<file path="config.mk">
export PLATFORM = sky130hd
export DESIGN_NAME = fast_frame_scheduler
export DESIGN_NICKNAME = d
export VERILOG_FILES = /design/src/rtl/fast_sched_pkg.sv /design/src/rtl/fast_sram_arbiter.sv /design/src/rtl/fast_frame_scheduler.sv
export SDC_FILE = /design/constraint.sdc
export NUM_CORES = 1
export LEC_CHECK = 0
export BUFFER_PORTS_ARGS = -buffer_cell sky130_fd_sc_hd__clkbuf_2
export CORE_ASPECT_RATIO = 1.4
export CORE_MARGIN = 2
export CORE_UTILIZATION = 43
export CTS_CLUSTER_SIZE = 10
export DETAILED_ROUTE_END_ITERATION = 10
export PLACE_DENSITY = 0.81
export SLEW_MARGIN = 0
export SYNTH_ARGS = -nofsm -noshare
export SYNTH_HDL_FRONTEND = slang
export SYNTH_SLANG_ARGS = --single-unit
</file>
<file path="constraint.sdc">
create_clock -name clock -period 2.4 [get_ports clock]
set_input_delay 0.6 -clock clock [delete_from_list [all_inputs] [get_ports clock]]
set_output_delay 0.6 -clock clock [all_outputs]
set_load 0.02 [all_outputs]
</file>
<file path="src/rtl/fast_sched_pkg.sv">
// Shared types and constants for the FAST frame scheduler: sequencer state
// encoding, slot geometry and default frame dimensions.
package fast_sched_pkg;

  typedef enum logic [1:0] {
    S_IDLE  = 2'd0,
    S_RUN   = 2'd1,
    S_DRAIN = 2'd2,
    S_DONE  = 2'd3
  } state_t;

  // One slot per pixel; length is tied to the 16-phase FAST controller.
  localparam int SLOT_LEN = 16;
  localparam int PHASE_W  = $clog2(SLOT_LEN);

  localparam int DEF_IMG_W     = 180;
  localparam int DEF_IMG_H     = 120;
  localparam int DEF_DRAIN_PIX = 4 * DEF_IMG_W + 2;

endpackage

</file>
<file path="src/rtl/fast_sram_arbiter.sv">
// Combinational single-port SRAM mux: FAST read wins when it owns the slot,
// the host request passes straight through otherwise.
module fast_sram_arbiter
  import fast_sched_pkg::*;
#(
  parameter int ADDR_W = 16
) (
  input  logic              i_fast_own,
  input  logic [ADDR_W-1:0] i_fast_addr,
  input  logic              i_host_req,
  input  logic [ADDR_W-1:0] i_host_addr,
  output logic              o_host_gnt,
  output logic [ADDR_W-1:0] o_mem_addr,
  output logic              o_mem_rd
);

  always_comb begin
    o_host_gnt = i_host_req;
    o_mem_addr = i_host_addr;
    o_mem_rd   = i_host_req;
    if (i_fast_own) begin
      o_host_gnt = 1'b0;
      o_mem_addr = i_fast_addr;
      o_mem_rd   = 1'b1;
    end
  end

endmodule

</file>
<file path="src/rtl/fast_frame_scheduler.sv">
// Frame sequencer for the FAST corner pipeline: sweeps pixel slots, drives the
// FAST phase enable and shares the frame SRAM with a host. Optional corner
// counter is enabled by defining FAST_CORNER_COUNT_EN.
module fast_frame_scheduler
  import fast_sched_pkg::*;
#(
  parameter int IMG_W     = DEF_IMG_W,
  parameter int IMG_H     = DEF_IMG_H,
  parameter int DRAIN_PIX = DEF_DRAIN_PIX,
  parameter int ADDR_W    = 16,
  parameter int CNT_W     = 12
) (
  input  logic               clock,
  input  logic               nRESET,
  input  logic               start,
  input  logic               abort,
  output logic               busy,
  output logic               done,
  output logic [ADDR_W-1:0]  fast_addr,
  output logic               fast_en,
  output logic [PHASE_W-1:0] slot_phase,
  input  logic               host_req,
  input  logic [ADDR_W-1:0]  host_addr,
  output logic               host_gnt,
  output logic [ADDR_W-1:0]  mem_addr,
  output logic               mem_rd,
  input  logic               corner_valid,
  output logic [CNT_W-1:0]   corner_cnt,
  output logic [1:0]         dbg_state
);

  localparam logic [ADDR_W-1:0]  TOTAL_M1  = ADDR_W'(IMG_W * IMG_H - 1);
  localparam logic [ADDR_W-1:0]  LAST_ADDR = ADDR_W'(IMG_W * IMG_H + DRAIN_PIX - 1);
  localparam logic [PHASE_W-1:0] PHASE_MAX = PHASE_W'(SLOT_LEN - 1);

  state_t               r_state, w_state_nxt;
  logic [ADDR_W-1:0]    r_addr, w_addr_nxt;
  logic [PHASE_W-1:0]   r_phase, w_phase_nxt;
  logic                 w_start_acc;
  logic                 w_fast_own;

  always_ff @(posedge clock or negedge nRESET) begin
    if (!nRESET) begin
      r_state <= S_IDLE;
      r_addr  <= '0;
      r_phase <= '0;
    end else begin
      r_state <= w_state_nxt;
      r_addr  <= w_addr_nxt;
      r_phase <= w_phase_nxt;
    end
  end

  // abort dominates every state; start is only honoured from IDLE
  always_comb begin
    w_state_nxt = r_state;
    w_addr_nxt  = r_addr;
    w_phase_nxt = r_phase;
    w_start_acc = 1'b0;
    if (abort) begin
      w_state_nxt = S_IDLE;
      w_addr_nxt  = '0;
      w_phase_nxt = '0;
    end else begin
      case (r_state)
        S_IDLE: begin
          if (start) begin
            w_state_nxt = S_RUN;
            w_addr_nxt  = '0;
            w_phase_nxt = '0;
            w_start_acc = 1'b1;
          end
        end
        S_RUN, S_DRAIN: begin
          w_phase_nxt = r_phase + 1'b1;
          if (r_phase == PHASE_MAX) begin
            w_phase_nxt = '0;
            if (r_state == S_DRAIN && r_addr == LAST_ADDR) begin
              w_state_nxt = S_DONE;
              w_addr_nxt  = '0;
            end else begin
              w_addr_nxt = r_addr + 1'b1;
              if (r_state == S_RUN && r_addr == TOTAL_M1) w_state_nxt = S_DRAIN;
            end
          end
        end
        S_DONE:  w_state_nxt = S_IDLE;
        default: w_state_nxt = S_IDLE;
      endcase
    end
  end

  assign busy       = (r_state == S_RUN) || (r_state == S_DRAIN);
  assign fast_en    = busy;
  assign done       = (r_state == S_DONE);
  assign fast_addr  = r_addr;
  assign slot_phase = r_phase;
  assign dbg_state  = r_state;

  // DRAIN addresses are past the frame, so only RUN claims the SRAM
  assign w_fast_own = (r_state == S_RUN) && (r_phase == '0);

  fast_sram_arbiter #(
    .ADDR_W(ADDR_W)
  ) u_arb (
    .i_fast_own  (w_fast_own),
    .i_fast_addr (r_addr),
    .i_host_req  (host_req),
    .i_host_addr (host_addr),
    .o_host_gnt  (host_gnt),
    .o_mem_addr  (mem_addr),
    .o_mem_rd    (mem_rd)
  );

`ifdef FAST_CORNER_COUNT_EN
  logic [CNT_W-1:0] r_corner_cnt;

  always_ff @(posedge clock or negedge nRESET) begin
    if (!nRESET) begin
      r_corner_cnt <= '0;
    end else if (w_start_acc) begin
      r_corner_cnt <= '0;
    end else if (busy && corner_valid && (r_corner_cnt != '1)) begin
      r_corner_cnt <= r_corner_cnt + 1'b1;
    end
  end

  assign corner_cnt = r_corner_cnt;
`else
  logic w_unused_corner;
  assign w_unused_corner = corner_valid;
  assign corner_cnt      = '0;
`endif

endmodule
</file>
==> results.md <==
* Status: finished with violations
* Failing checks: negative setup slack
* Final standard cell area without fillers at 2500 um2
* Hold Path Class: input port to asynchronous set/reset pin
* Yosys Warn Count at 0
* Post-synthesis register bit count at 22
* Total GRT Usage at 21.4%
* Clk sinks at 22
* Top sig layer: met4
* Maximum number of pins on one net before global-route repair at 23
* Crit end category: output port
* # nets final at 298
* Post-synth top cells: nor2_1 (24), dfrtp_1 (22), mux2_2 (19)
* Filler instances at 325
* Largest cells by area after synthesis: dfrtp_1 (32%), mux2_2 (12%), a22o_1 (6.5%)
* Area share of the largest cell type after synthesis at 31.5%
* Post-synth ARST share at 100%
* Critical Path AT at 1.82 ns
* Cell variety after synth at 37
* Slew at the pin closest to its max-slew limit at 0.580 ns
* Netlist Area Pre-Place at 1750 um2
* CTS tree: yes
* Avg Cell Area, Syn at 9.28 um2
* # setup viols final at 8
* Worst path required time at 1.80 ns
* CORE AREA at just under 4000 um2
* Antenna violations before repair at 0
* Final HPWL DP at around 3200 um
* Setup Skew at 0.00188 ns
* Placer congestion estimate at 0.778
* Antenna Cells at 0
* TritonRoute pass-1 iters at 4
* Number of placement rows at 27
* Number of port buffers at 63
* Post-synth EDFFs at 0
* Pleak at roughly 1.3 nW
* Post-DRT Antenna Nets at 0
* Vias after detailed routing at 1,715
* Critical path class: flip-flop to output port
* Startpoint Class: flip-flop
* Chip Height at 79.4 um
* Post-layout min period at 2.42 ns
* Dpl ws at -0.0246 ns
* Final Max Slew Viols at 0
* Cts bufs inserted at 3
* Fraction of layout cells with a size suffix above 1 at 45.9%
* Met3 wire length at about 260 um
* Wl on met1 at roughly 1900 um
* Max-Cap Viols at 0
* Worst VDD drop at around 0.85 mV
* Vias in the first global route at 1,603
* Final worst setup slack at -0.0201 ns
* Pwr dens at 903 nW/um2
* Root buf cell: clkbuf_8
* Max clock buf depth at 2
* Crit Path Max Fanout at 8
* Drt wl/cell at between 15 and 20 um
* Hold-fix buffers, CTS at 0
* Clock slew at reported path FFs at around 0.080 ns
* Routed WL at roughly 5000 um
* First-pass GRT wire length at 7710 um
* Main synth FF type: dfrtp_1
* CTS H-Tree Depth at 1
* Cell with the most instances after synthesis: nor2_1
* Cells after synthesis at ~190
* Initial drt markers at 34
* Die X at 57.8 um
* GRT overflow at 0
* Vias/cell at 5.55
* Sequential share of the synthesized area at 31.5%
* Die Area at roughly 4600 um2
* Initial core utilization at 44.5%
* I/O Pins at 77
* Area Overhead vs Synth at 43.4%
* Fmax at 413 MHz
* Final Hold Vio Count at 0
* Met2 wire length at 2630 um
* Post-DP Area at 2110 um2
* RSZ-0062 raised after global routing: true
* Crit share post-route at 101%
* DR DRC count at 0
* Leading area contributor after synthesis: dfrtp_1
* Total chip power at between 2 and 2.5 mW
* Worst-Skew Late Latency at approximately 0.26 ns
* Relative slew slack at 61.3%
==> layer usage <==
metal  vias to the layer above  global-route usage, %
li1                        811                      -
met4                         0                   10.2
met3                        14                   2.76
met1                       817                   26.5
met2                        73                   36.1
met5                         -                      0
==> flip-flops by register name, indices dropped and copies added, names as in the netlist <==
signal and cells:
fast_addr 16, slot_phase 4, dbg_state 2
==> power breakdown <==
group	internal, mW	total (mW)	switching, mW	leakage [nW]
Sequential	0.403	0.442	0.0384	0.303
Clock	0.112	0.233	0.121	0.0216
Combinational	0.783	1.59	0.803	0.996
Total	1.30	2.26	0.962	1.32
==> kinds of logic after synthesis <==
logic type | after synthesis | share of synthesized area (%)
simple gates | 68 | 21.6
compound gates | 43 | 18.6
flops | 22 | 31.5
fa+ha+maj | 8 | 5.73
buf+inv | 25 | 8.89
mux | 21 | 13.5
other cells | 1 | 0.215
==> what timing repair did <==
item                       CTS  global route
resized for setup           58            19
cloned                       1             0
buffers inserted             7             4
setup endpoints to repair   17            19
pin swaps                    3             5
==> final timing paths <==
check	startpoint	slack, ns	depth (start not counted)	endpoint
max reg2reg	dbg_state[1]	0.14	9	dbg_state[0]
max	slot_phase[1]	-0.02	8	mem_addr[10]
min reg2reg	fast_addr[1]	0.59	2	fast_addr[1]
min	nRESET	0.32	1	fast_addr[3]
max in group asynchronous	nRESET	1.67	1	dbg_state[0]
min in group clock	fast_addr[1]	0.59	2	fast_addr[1]
==> layout make-up <==
cell class,instances,area [um2],area share (%)
clock buffer,3,41.3,1.65
inverter,6,22.5,0.900
multi-input combinational,152,1190,47.5
sequential,22,552,22.0
tap,43,53.8,2.15
timing repair buffer,83,646,25.8
==> critical path: stages (launching register included) <==
cell and delay, ns:
dfrtp_1 0.39, inv_1 0.06, ha_2 0.18, nand2_4 0.05, nor3_4 0.15, buf_6 0.13, buf_12 0.14, mux2_4 0.32
buf_8 0.13
==> cells in the final DEF (no fill, tap or decap), drive strengths merged, types with 8 or more instances in the layout <==
cell,Yosys,final
buf,19,36
mux2,20,20
ha,8,8
dfrtp,22,22
clkbuf,0,50
nand2,12,12
nor2,24,24
conb,1,12
a21o,12,12
a22o,13,13
==> metrics by stage <==
stage	cells	setup TNS [ns]	hold slack (ns)	utilization (%)
final	309	-0.133	0.316	63.9
after global routing	309	-0.982	0.357	63.9
after CTS	306	-1.15	0.339	63.0
after detailed placement	295	-0.0246	0.557	53.8
after global placement	295	0	0.544	53.8
after floorplan	199	0	0.304	-
(Power assumes the default switching activity.)
